===== src/rtl/program_memory_arbiter.sv =====
// Arbitrates a shared single-port program memory between an instruction
// fetch port and a debug read/write port. Each requester owns one pending
// slot; ties are broken round-robin, with fetch winning the first tie.
//
// state  | meaning
// IDLE   | no access in flight; pick the next pending requester
// F_ACC  | fetch access: memory addressed with the latched fetch word index
// D_ACC  | debug access: memory addressed (and written) for the latched request
module program_memory_arbiter #(
  parameter int MEMORY_DEPTH = 32,
  parameter int DATA_WIDTH   = 32
) (
  input  logic                  clk,
  input  logic                  reset,
  input  logic                  fetch_req,
  input  logic [DATA_WIDTH-1:0] fetch_addr,
  output logic                  fetch_busy,
  output logic                  fetch_valid,
  output logic [DATA_WIDTH-1:0] fetch_instr,
  input  logic                  dbg_req,
  input  logic                  dbg_we,
  input  logic [DATA_WIDTH-1:0] dbg_addr,
  input  logic [DATA_WIDTH-1:0] dbg_wdata,
  output logic                  dbg_busy,
  output logic                  dbg_valid,
  output logic [DATA_WIDTH-1:0] dbg_rdata,
  output logic                  dbg_err,
  output logic [DATA_WIDTH-1:0] mem_addr,
  output logic                  mem_we,
  output logic [DATA_WIDTH-1:0] mem_wdata,
  input  logic [DATA_WIDTH-1:0] mem_rdata
);

  typedef enum logic [1:0] {IDLE, F_ACC, D_ACC} state_t;

  localparam logic [DATA_WIDTH-1:0] DEPTH_W = DATA_WIDTH'(MEMORY_DEPTH);

  state_t                state;
  logic                  last_dbg;
  logic [DATA_WIDTH-1:0] f_addr;
  logic [DATA_WIDTH-1:0] d_addr;
  logic [DATA_WIDTH-1:0] d_wdata;
  logic                  d_we;
  logic                  f_accept;
  logic                  d_accept;

  function automatic logic [DATA_WIDTH-1:0] word_idx(input logic [DATA_WIDTH-1:0] a);
    return {2'b00, a[DATA_WIDTH-1:2]};
  endfunction

  // misaligned or beyond the end of the memory
  function automatic logic addr_bad(input logic [DATA_WIDTH-1:0] a);
    return (a[1:0] != 2'b00) || (word_idx(a) >= DEPTH_W);
  endfunction

  // busy doubles as the pending flag, so a strobe is only taken into an empty slot
  assign f_accept = fetch_req && !fetch_busy;
  assign d_accept = dbg_req && !dbg_busy;

  // capture request payloads when a strobe is accepted
  always_ff @(posedge clk or negedge reset) begin
    if (!reset) begin
      f_addr  <= '0;
      d_addr  <= '0;
      d_wdata <= '0;
      d_we    <= 1'b0;
    end else begin
      if (f_accept) f_addr <= fetch_addr;
      if (d_accept) begin
        d_addr  <= dbg_addr;
        d_wdata <= dbg_wdata;
        d_we    <= dbg_we;
      end
    end
  end

  // arbitration FSM with pending flags and all registered outputs
  always_ff @(posedge clk or negedge reset) begin
    if (!reset) begin
      state       <= IDLE;
      last_dbg    <= 1'b1;
      fetch_busy  <= 1'b0;
      dbg_busy    <= 1'b0;
      fetch_valid <= 1'b0;
      dbg_valid   <= 1'b0;
      dbg_err     <= 1'b0;
      fetch_instr <= '0;
      dbg_rdata   <= '0;
      mem_addr    <= '0;
      mem_we      <= 1'b0;
      mem_wdata   <= '0;
    end else begin
      fetch_valid <= 1'b0;
      dbg_valid   <= 1'b0;
      dbg_err     <= 1'b0;
      if (f_accept) fetch_busy <= 1'b1;
      if (d_accept) dbg_busy   <= 1'b1;
      case (state)
        IDLE: begin
          if (fetch_busy && (!dbg_busy || last_dbg)) begin
            state    <= F_ACC;
            mem_addr <= word_idx(f_addr);
          end else if (dbg_busy) begin
            state     <= D_ACC;
            mem_addr  <= word_idx(d_addr);
            mem_we    <= d_we && !addr_bad(d_addr);
            mem_wdata <= d_wdata;
          end
        end
        F_ACC: begin
          fetch_instr <= addr_bad(f_addr) ? '0 : mem_rdata;
          fetch_valid <= 1'b1;
          fetch_busy  <= 1'b0;
          last_dbg    <= 1'b0;
          mem_addr    <= '0;
          state       <= IDLE;
        end
        D_ACC: begin
          dbg_rdata <= (d_we || addr_bad(d_addr)) ? '0 : mem_rdata;
          dbg_err   <= addr_bad(d_addr);
          dbg_valid <= 1'b1;
          dbg_busy  <= 1'b0;
          last_dbg  <= 1'b1;
          mem_addr  <= '0;
          mem_we    <= 1'b0;
          mem_wdata <= '0;
          state     <= IDLE;
        end
        default: begin
          state     <= IDLE;
          mem_addr  <= '0;
          mem_we    <= 1'b0;
          mem_wdata <= '0;
        end
      endcase
    end
  end

endmodule


===== config.mk =====
export PLATFORM = sky130hd
export DESIGN_NAME = program_memory_arbiter
export DESIGN_NICKNAME = d
export VERILOG_FILES = /design/src/rtl/program_memory_arbiter.sv
export SDC_FILE = /design/constraint.sdc
export NUM_CORES = 1
export LEC_CHECK = 0
export ABC_AREA = 1
export BUFFER_PORTS_ARGS = -buffer_cell sky130_fd_sc_hd__buf_2
export CAP_MARGIN = 20
export CORE_MARGIN = 5
export CORE_UTILIZATION = 50
export DETAILED_ROUTE_END_ITERATION = 8
export GPL_ROUTABILITY_DRIVEN = 1
export PLACE_DENSITY = 0.76
export SKIP_LAST_GASP = 1
export SYNTH_ARGS = -nofsm -noshare
export SYNTH_HDL_FRONTEND = slang
export SYNTH_SLANG_ARGS = --single-unit

===== constraint.sdc =====
create_clock -name clk -period 1.65 [get_ports clk]
set_input_delay 0 -clock clk [delete_from_list [all_inputs] [get_ports clk]]
set_output_delay 0 -clock clk [all_outputs]
set_load 0.05 [all_outputs]

Word-level counts from Yosys, hierarchy flattened. Cells that the tools add are included.

$lt $le $gt $ge: 2. Eq/ne operators: 5. Multiplexer cells: 22. Bitwise operators: 1. Reductions and logical operators: 18.

Operators with widths (count): 32-bit 2-to-1 mux (7); 32-bit one-hot mux with 2 select lines (1); 30-bit by 6-bit >= comparator with 1-bit output (second input constant) (2); 2-bit nonzero test (5); 1-bit 2-to-1 mux (9); 2-bit 2-to-1 mux (3); 1-bit logical AND (4); 1-bit logical OR (4); 2-bit != test (second input constant) (2); 1-bit one-hot mux with 2 select lines (2); 1-bit zero test (3); 3-bit != test (second input constant) (1); 3-bit AND reduction (1); 2-bit by 1-bit equality test with 1-bit output (second input constant) (1); 2-bit equality test (second input constant) (1); 2-bit zero test (1); 1-bit inverter (1).

Register bits: 234. Input port bits: 133. Output and inout bits: 134. Logic and storage cells: 64.

Logic depth before layout (Yosys ltp). Gate-level depths: netlist (run 1).

Depth in word-level cells: 7. Mapped depth: 9. Mapped depth without buffers: 7.

Worst setup path before layout (run 1). OpenSTA, ideal clock, no wires.

Path type: register to register. Start: reg dbg_busy. End: reg d_addr[0]. Library setup time: 0.125 ns. Data arrival time: 1.493 ns. Data required time: 1.525 ns. Slack: 0.032 ns. Cell stages (with the launch flop): 6. Buffers on the path: 2. Clock period less this slack: 1.618 ns. Path through: dfrtp_1 > inv_2 > nand2_1 > buf_6 > buf_6 > mux2_4.

Cells in the longest elaborated chain, start to end: 2.

RTL lines: from (decl) (line 24) `output logic dbg_busy,`; from (signal assigned) (line 83) `dbg_busy <= 1'b0;`; from (signal assigned) (line 97) `if (d_accept) dbg_busy <= 1'b1;`; from (signal assigned) (line 122) `dbg_busy <= 1'b0;`; 1-bit zero test (line 58) `assign d_accept = dbg_req && !dbg_busy;`; 1-bit logical AND (line 58); to (signal assigned) (line 70) `d_addr <= dbg_addr;`; to (decl) (line 41) `logic [DATA_WIDTH-1:0] d_addr;`.

No other way between the ends. A chain may end at the register's enable or synchronous reset.

Worst setup path in the final report (run 1).
Start: reg state[0]. End: reg mem_wdata[15].

Cells in the longest elaborated chain, start to end: 3. Elaborated cells on any way between the ends: 7. Those cells by class: eq/ne (3); mux (1); bitwise (1); reduce/logical (2).

RTL lines: from (decl) (line 38) `state_t state;`; from (signal assigned) (line 80) `state <= IDLE;`; from (signal assigned) (line 101) `state <= F_ACC;`; from (signal assigned) (line 104) `state <= D_ACC;`; 2-bit zero test or 2-bit by 1-bit equality test with 1-bit output (tied branches) (line 98) `case (state)`; 2-bit != test (no line) or 1-bit inverter (tied branches); 3-bit AND reduction (no line); to (signal assigned) (line 107) `mem_wdata <= d_wdata;`; to (decl) (line 30) `output logic [DATA_WIDTH-1:0] mem_wdata,`.

Parallel ways exist; a longest one is shown, timed or not.

==> results of run 1 <==
[power by group through the flow]
stage / sequential [mW] / combinational [mW] / clock [mW]
2_1_floorplan: 10.8 / 5.30 / 0
3_3_place_gp: 8.80 / 9.68 / 0
3_5_place_dp: 8.84 / 9.98 / 0
4_1_cts: 8.80 / 10.3 / 5.46
5_1_grt: 9.05 / 11.2 / 5.69
6_report: 8.87 / 10.3 / 5.38
[final timing paths]
kind / cells after the start / slack, ps / endpoint
worst min-delay path: 2 / 20 / fetch_instr[22]
min in group clk: 5 / 30 / d_addr[13]
worst max register to register: 7 / 60 / mem_wdata[15]
worst max-delay path: 7 / 60 / mem_wdata[15]
worst min register to register: 2 / 470 / dbg_rdata[16]
max in group asynchronous: 3 / 910 / d_addr[15]
[synthesized netlist by cell type, drive strengths merged]
| library cell | n |
|---|---|
| clkbuf | 13 |
| mux2 | 66 |
| clkinv | 1 |
| o211ai | 14 |
| nor2 | 56 |
| buf | 50 |
| nand4 | 37 |
| nand3 | 45 |
| o22ai | 4 |
| o21ai | 35 |
| nand2 | 345 |
| nor3 | 1 |
| ha | 3 |
| dfrtp | 231 |
| conb | 1 |
| o221ai | 3 |
| dfstp | 1 |
| a21oi | 34 |
| inv | 104 |
[metal layers]
layer / share of wire (%) / routed length (um) / global-route usage (%)
met1: 39 / 11500 / 32.1
met2: 50 / 14800 / 43.5
met3: 7.9 / 2370 / 5.83
met4: 3.9 / 1180 / 8.78
met5: 0 / 0 / 0
[flip-flops by register name (all words and copies together) (netlist names), 2 cells and up]
register	count
d_addr	32
mem_wdata	32
f_addr	32
d_wdata	32
fetch_instr	32
mem_addr	30
state	2
dbg_rdata	32
[stage by stage]
stage          TNS (ps)  hold slack [ps]  util [%]  cells
2_1_floorplan         0             -296         -   1045
3_3_place_gp          0            -43.0      59.0   1548
3_5_place_dp       -148            -45.6      59.0   1548
4_1_cts               0             12.3      69.5   1722
5_1_grt           -1850             55.9      69.5   1722
6_report              0             24.3      69.5   1722
[kinds of logic after synthesis]
kind of cell | share of synthesized area [%]
AND/OR/NAND/NOR | 19.7
multiplexers | 8.85
other | 0.0372
buffers and inverters | 7.97
adder cells (fa/ha/maj) | 0.372
flip-flops | 57.6
AO/OA/AOI/OAI | 5.49
[final cells by class]
cell class                 instances  share of cell area, %
clock buffer                      37                   5.18
sequential                       232                   41.7
multi-input combinational        645                   25.2
clock inverter                     6                  0.440
tap                              270                   2.43
inverter                         105                   2.83
timing repair buffer             427                   22.3
[timing repair]
item | 4_1_cts | 5_1_grt
cloned | 0 | 0
pin swaps | 0 | 0
hold endpoints to repair | 392 | 0
gates resized for setup | 1 | 1
hold buffers | 131 | 0
buffers inserted | 0 | 0
endpoints found under the setup margin | 23 | 70
==> flow_summary.ini, run 1 <==
[flow_run]
cap_violations = 0

[cells_and_area]
diodes = 0
n_fill_cell = 1449
ff_latch_area_um2 = 5810
fin_area_um2 = 13900
layout_commonest_cell = nand2_1
layout_common_cells = nand2_1 (342), buf_2 (263), dfrtp_1 (231)
multi_input_area_um2 = 3500
drive_gt1_share_pct = 29.3
area.growth.synth_to_final_pct = 38.0
fin_nets = 1571

[global_route]
grt_max_degree = 53
gr-usage-all-layers_pct = 25.4
antenna_found_initial = 0
grt_pass1_wl_um = 48700
first_global_vias = 9148
gr-total-overflow = 0

[cts]
htree_levels = 1
clk_pin_slew_worst_paths_ps = 60
cts_tree = yes
clock_path_buffers = 3
clock-sinks = 232
cts_root_buffer = clkbuf_16
cts_buffers = 24
clock_latency_ps = 520

[pwr]
comb_power_share_pct = 42.0
pwr_density_cell_nw_per_um2 = 1760
internal_power_mw = 14.5
clkPwrFrac_pct = 21.9
seqPwrFrac_pct = 36.1
power_mw = 24.6
switching_share_pct = 41.2
p_leak_nw = 7.77
ir_drop_uv = 1390
p_switching_mw = 10.1

[yosys]
seq_area_frac_synth_pct = 57.6
synth_top_cell_by_area = dfrtp_1
synthCells = 1044
yosys-top-cells-area = dfrtp_1 (57%), nand2_1 (13%), mux2_4 (6.0%), inv_1 (3.7%), mux2_2 (2.6%)
ys_types = 30
synth_top_area_share_pct = 57.3
syn_area_um2 = 10100
ys_seq_elements = 232
yosys_warnings = 0
avgSynthCellArea_um2 = 9.66

[route]
first_iter_violations = 499
drc = 0
drtAntennaViolNets = 0
routed_wl_um = 29800
num_vias = 8892
drt-vias-per-instance = 5.16
firstDrtPassIters = 5
wire_per_inst_um = 17.3

[critical_path]
cp_data_required_time_ps = 2100
crit_type = reg -> reg
cp_top_family = simple AND/OR/NAND/NOR gates
max_stage_delay_ps = 390
cp_cell_sequence = inv_1 > ha_2 > nand3_2 > nand2_2 > buf_12 > nand2_1 > o21ai_2
arrival_ps = 2040
cp-end-kind = flip-flop
crit_slowest_cell = dfrtp_1
worstSetupStartpointType = flip-flop
reg2reg_from = state[0]
path_max_fanout = 38
worst-path-buf-inv = 2
startpoint = state[0]

[die]
rows = 52
chipHeight_um = 152
start_util_pct = 50.3
die_w_um = 152
core_um2 = 20000
die_area_um2 = 23100
ios = 267

[timing]
setup_slack_ps = 59.1
period_needed_ps = 1590
setup_viol = 0
max_clock_freq_mhz = 629
rsz0062_at_grt = true
maxSlewViolCount = 0
fin_crit_sh_pct = 96.4
hold_violations = 0
fin_skew_ps = 23.1

[place]
io_buffers = 264
place_hpwl_um = 17900
post-place-ws_ps = -31.0
place_area_um2 = 11800
gp_congestion = 0.825

[worst_hold_path]
hp-class = in -> async

[run_status]
status = finished clean
No activity file was read; power rests on OpenSTA's default activity.
==> run 2, diff against run 1 <==
ABC_AREA = 0   (was 1)
CORE_MARGIN = not set   (was 5)
PLACE_DENSITY = 0.77   (was 0.76)
SETUP_SLACK_MARGIN = 0.3   (was not set)
==> run 2 against run 1 <==
Effect of this change: the run now ends with negative setup slack left; first-iteration DRC count rose by 24%; register-to-register slack got worse by 180 ps; critical path depth did not move; utilization rose by 16 points; final area rose by 9.7%; clock skew fell by 4.8 ps; global-route usage rose by 9.5 points; routed wire length rose by 19%; via count fell by 4.9%.
==> flow_summary.ini, run 2 <==
[timing]
fin_skew_ps = 18.3
setup-tns-final_ps = -1910
max_clock_freq_mhz = 564
hold_violations = 0
rsz0062_at_grt = true
setup_viol = 65
worst_hold_slack_ps = 77.2
worstMarginPinSlew_ps = 657
maxSlewViolCount = 0
setup_slack_ps = -124
period_needed_ps = 1770
fin_crit_sh_pct = 108
maxSlewHeadroom_pct = 56.2

[pwr]
power_mw = 29.8
pwr_density_cell_nw_per_um2 = 1950
p_leak_nw = 7.56
ir_drop_uv = 1610

[critical_path]
arrival_ps = 2160
cp_top_family = compound AO/OA/AOI/OAI gates
worstSetupStartpointType = flip-flop
path_max_fanout = 16
cp_data_required_time_ps = 2040
crit_slowest_cell = a311o_2
crit_type = reg -> reg
max_stage_delay_ps = 490
worst-path-buf-inv = 2
cp-end-kind = flip-flop
cp_cell_sequence = inv_2 > ha_4 > nor2b_4 > a311o_2 > clkbuf_16 > nand2_1 > o21ai_1

[flow_run]
cap_violations = 0

[global_route]
grt_max_degree = 76
grt_use_met2_pct = 60.6
antenna_found_initial = 1
gr-usage-met1_pct = 40.0
first_global_vias = 8903
grt_pass1_wl_um = 49200
gr-usage-all-layers_pct = 35.0
gr-total-overflow = 0
grtUsageMet3_pct = 7.84
grt-busiest-layer = met2

[route]
drt-vias-per-instance = 5.88
num_vias = 8455
wire_per_inst_um = 24.7
first_iter_violations = 619
firstDrtPassIters = 5
drtAntennaViolNets = 0
routed_wl_um = 35500
drc = 0

[cells_and_area]
layout_commonest_cell = buf_2
fin_util_pct = 85.1
drive_gt1_share_pct = 55.4
layout_common_cells = buf_2 (262), dfrtp_1 (229), dlygate4sd3_1 (132)
multi_input_area_um2 = 4040
n_fill_cell = 843
ff_latch_area_um2 = 5810
area.growth.synth_to_final_pct = 66.8
fin_nets = 1327

[die]
ios = 267
start_util_pct = 51.0
die_w_um = 137
rows = 49
chipHeight_um = 137
die_area_um2 = 18900
core_um2 = 18000

[cts]
htree_levels = 1
clk_pin_slew_worst_paths_ps = 60
cts_buffers = 25
clock_path_buffers = 3
cts_tree = yes
cts_root_buffer = clkbuf_16
clock-sinks = 232
clock_latency_ps = 520

[yosys]
yosys-mux-area-fraction_pct = 12.2
synthArstFlopShare_pct = 100
synthXorXnorAreaFrac_pct = 0
synth_simple_gate_area_share_pct = 8.06
yosys-top-cells-area = dfrtp_1 (63%), mux2_2 (12%), nand2_1 (3.9%), a32o_1 (3.5%), a31o_2 (3.1%)
synthCells = 715
ys_types = 32
ys_seq_elements = 232
seq_area_frac_synth_pct = 63.4
syn_area_um2 = 9160
synthAdderAreaFrac_pct = 0.410
synth_edf_count = 0
yosys_warnings = 0
yosysMostFrequentCell = dfrtp_1
avgSynthCellArea_um2 = 12.8
synth_top_family_by_area = compound AO/OA/AOI/OAI gates
synth_ff_type = dfrtp_1
synth_top_area_share_pct = 63.1
ys_top_cells_by_count = dfrtp_1 (231), mux2_2 (97), nand2_1 (95), o21ai_1 (41), nor2b_1 (36)
synth_top_cell_by_area = dfrtp_1
synth_compound_area_share_pct = 12.8

[place]
place_hpwl_um = 15900
gp_congestion = 0.812
io_buffers = 264

[worst_hold_path]
hp-class = in -> async

[run_status]
violations = negative setup slack
status = finished with violations
[run 2: cell types whose count changed after synthesis, sizes merged, moves of 17 or more]
cell	before	now
o21ai	35	62
nand3	45	2
buf	50	33
nand4	37	2
inv	104	2
a32o	0	32
nor2b	0	36
a31o	0	32
nand2	345	95
a21oi	34	0
mux2	66	99
a22oi	0	30
nor2	56	9
[run 2: cell families after synthesis]
group / Yosys count
AO/OA/AOI/OAI: 160
adder cells (fa/ha/maj): 3
AND/OR/NAND/NOR: 160
multiplexers: 99
flip-flops: 232
other: 1
buffers and inverters: 60
[run 2: layout make-up]
| type | instances | share of cell area, % |
|---|---|---|
| clock inverters | 3 | 0.0982 |
| clock buffers | 40 | 5.05 |
| diodes | 1 | 0.0164 |
| flip-flops and latches | 232 | 38.0 |
| multi-input cells | 424 | 26.4 |
| inverters | 3 | 0.0819 |
| well taps | 229 | 1.87 |
| repair buffers | 505 | 28.5 |
[run 2: what timing repair did]
item	4_1_cts	5_1_grt
cloned	17	7
buffers inserted	29	11
endpoints found under the hold margin	382	0
hold buffers	132	0
endpoints found under the setup margin	221	229
resized for setup	94	98
pin swaps	29	26
[run 2: per-layer routing]
layer	vias to the layer above	routed length (um)	part of all wire, %
met5	-	0	0
met2	475	18300	51
met3	157	2620	7.4
met4	0	2020	5.7
met1	4307	12600	36
li1	3516	-	-
[run 2: worst paths after layout]
kind | cells past startpoint | from | slack, ps | to
max | 7 | state[0] | -120 | mem_wdata[6]
min | 2 | reset | 80 | mem_addr[15]
max reg2reg | 7 | state[0] | -120 | mem_wdata[6]
min reg2reg | 2 | mem_addr[3] | 480 | mem_addr[3]
max in group asynchronous | 3 | reset | 880 | d_wdata[12]
min in group clk | 3 | dbg_wdata[19] | 250 | d_wdata[19]
[run 2: worst register-to-register path: stages, from the launching register on]
cell,delay [ps]
dfrtp_1,370
inv_2,60
ha_4,160
nor2b_4,120
a311o_2,490
clkbuf_16,250
nand2_1,110
o21ai_1,90
[run 2: report_power, final]
part	total [mW]	switching [mW]	internal, mW
clock network	5.47	2.30	3.17
logic	14.9	8.07	6.81
registers	9.46	1.81	7.65
[run 2: per-stage QoR]
stage          setup slack (ps)  instances  area, um^2
2_1_floorplan              22.5        716        9760
3_3_place_gp              -94.6       1197       11500
3_5_place_dp               -128       1197       11500
4_1_cts                   -43.7       1418       14700
5_1_grt                    -177       1437       15300
6_report                   -124       1437       15300
==> run 3, diff against run 2 <==
TNS_END_PERCENT = 10   (was not set)
==> run 3 against run 2 <==
Effect of this change: the flow still finishes with violations (negative setup slack); utilization down 9.7 points; sequential cell count unchanged; clock skew down 10 ps; critical path type unchanged; critical endpoint is now mem_wdata[17].
==> flow_summary.ini, run 3 (synthesized netlist as in run 2, its figures left out) <==
[timing]
worstMarginPinSlew_ps = 527
setup_slack_ps = -44.0
max_clock_freq_mhz = 590
maxSlewHeadroom_pct = 64.8
setup_viol = 3
fin_crit_sh_pct = 103
hold_violations = 0
maxSlewViolCount = 0
period_needed_ps = 1690
rsz0062_at_grt = true
worst_hold_slack_ps = 41.7
fin_skew_ps = 8.07

[critical_path]
path_max_fanout = 10
cp_cell_sequence = inv_2 > buf_6 > ha_4 > a311o_2 > clkbuf_16 > nand2_1 > o21ai_1
cp_top_family = compound AO/OA/AOI/OAI gates
cp_num_cells = 7
rr_worst_depth = 7
regToRegEndpoint = mem_wdata[17]
cp_data_required_time_ps = 2030
crit_type = reg -> reg
max_stage_delay_ps = 480
r2r_slack_ps = -40
crit_slowest_cell = a311o_2
arrival_ps = 2080
worst-path-buf-inv = 3
cp-end-kind = flip-flop
worstSetupStartpointType = flip-flop
reg2reg_from = state[1]

[cells_and_area]
fin_util_pct = 75.4
layout_common_cells = buf_2 (264), dfrtp_1 (229), dlygate4sd3_1 (132)
area.growth.synth_to_final_pct = 47.9
diodes = 0
drive_gt1_share_pct = 44.7
fin_nets = 1269
layout_commonest_cell = buf_2
n_fill_cell = 1075

[cts]
cts_buffers = 25
clock_path_buffers = 3
cts_tree = yes
clock_latency_ps = 500
cts_root_buffer = clkbuf_16
clk_pin_slew_worst_paths_ps = 60
clock-sinks = 232
htree_levels = 1

[route]
drc = 0
wire_per_inst_um = 20.5
firstDrtPassIters = 5
num_vias = 7704
routed_wl_um = 28200
first_iter_violations = 356
drtAntennaViolNets = 0
drt-vias-per-instance = 5.58

[pwr]
p_switching_mw = 9.85
ir_drop_uv = 1460
clkPwrFrac_pct = 22.2
internal_power_mw = 15.1
seqPwrFrac_pct = 36.5
comb_power_share_pct = 41.3
switching_share_pct = 39.4
pwr_density_cell_nw_per_um2 = 1840
p_leak_nw = 6.53

[global_route]
gr-usage-all-layers_pct = 27.7
first_global_vias = 7965
grt_max_degree = 67
grt-busiest-layer = met2
grtUsageMet3_pct = 6.22
gr-total-overflow = 0
grt_use_met2_pct = 50.2
antenna_found_initial = 0
gr-usage-met1_pct = 31.8
grt_pass1_wl_um = 40300

[place]
io_buffers = 264
post-place-ws_ps = -17.7
gp_congestion = 0.770
place_hpwl_um = 15200

[die]
die_area_um2 = 18900
ios = 267
start_util_pct = 51.0
chipHeight_um = 137
core_um2 = 18000
rows = 49
die_w_um = 137

[run_status]
violations = negative setup slack
status = finished with violations

[worst_hold_path]
hp-class = in -> async

[flow_run]
cap_violations = 0
==> run 3: worst register-to-register path, stage by stage, from the launching register on <==
cell and delay (ps):
dfrtp_1 370, inv_2 70, buf_6 120, ha_4 160, a311o_2 480, clkbuf_16 210, nand2_1 90, o21ai_1 90
==> run 3: power groups by stage <==
| stage | Sequential [mW] | Combinational (mW) | Clock (mW) |
|---|---|---|---|
| 2_1_floorplan | 10.8 | 4.28 | 0 |
| 4_1_cts | 8.95 | 9.27 | 5.63 |
| 6_report | 9.11 | 10.3 | 5.54 |
| 5_1_grt | 9.30 | 11.0 | 5.86 |
| 3_5_place_dp | 8.94 | 8.58 | 0 |
| 3_3_place_gp | 8.87 | 8.37 | 0 |
==> run 3: how the worst max path moves through the flow <==
stage / startpoint / end
after floorplan: state[1] / mem_wdata[10]
after global placement: f_addr[27] / fetch_instr[16]
after detailed placement: f_addr[27] / fetch_instr[22]
after CTS: d_addr[19] / dbg_rdata[11]
after global routing: state[0] / mem_wdata[13]
final: state[1] / mem_wdata[17]
==> run 3: cell type report <==
cell class / count / area, um^2 / share of cell area (%)
Inverter: 3 / 11.3 / 0.0831
Timing Repair Buffer: 446 / 3390 / 25.0
Multi-Input combinational cell: 425 / 3250 / 24.0
Clock inverter: 10 / 125 / 0.924
Tap cell: 229 / 287 / 2.11
Sequential cell: 232 / 5810 / 42.9
Clock buffer: 35 / 683 / 5.04
==> run 3: routing by layer <==
metal,vias to the layer above,share of wire (%)
met4,0,3.3
li1,3409,-
met3,76,8.0
met1,3859,37
met2,360,51
met5,-,0
==> run 3: what timing repair did <==
item | in CTS | in global routing
resized for setup | 13 | 30
setup buffers | 7 | 4
hold buffers | 132 | 0
endpoints found under the setup margin | 204 | 219
hold endpoints to repair | 395 | 0
pin swaps | 3 | 22
gates cloned | 1 | 12
==> run 3: metrics by stage <==
stage / TNS [ps] / total power, mW / cells / area (um^2)
final: -71.5 / 25.0 / 1380 / 13500
after global routing: -827 / 26.1 / 1380 / 13500
after detailed placement: -248 / 17.5 / 1179 / 10900
after floorplan: 0 / 15.0 / 716 / 9200
after CTS: 0 / 23.8 / 1364 / 13200
after global placement: 0 / 17.2 / 1179 / 10900
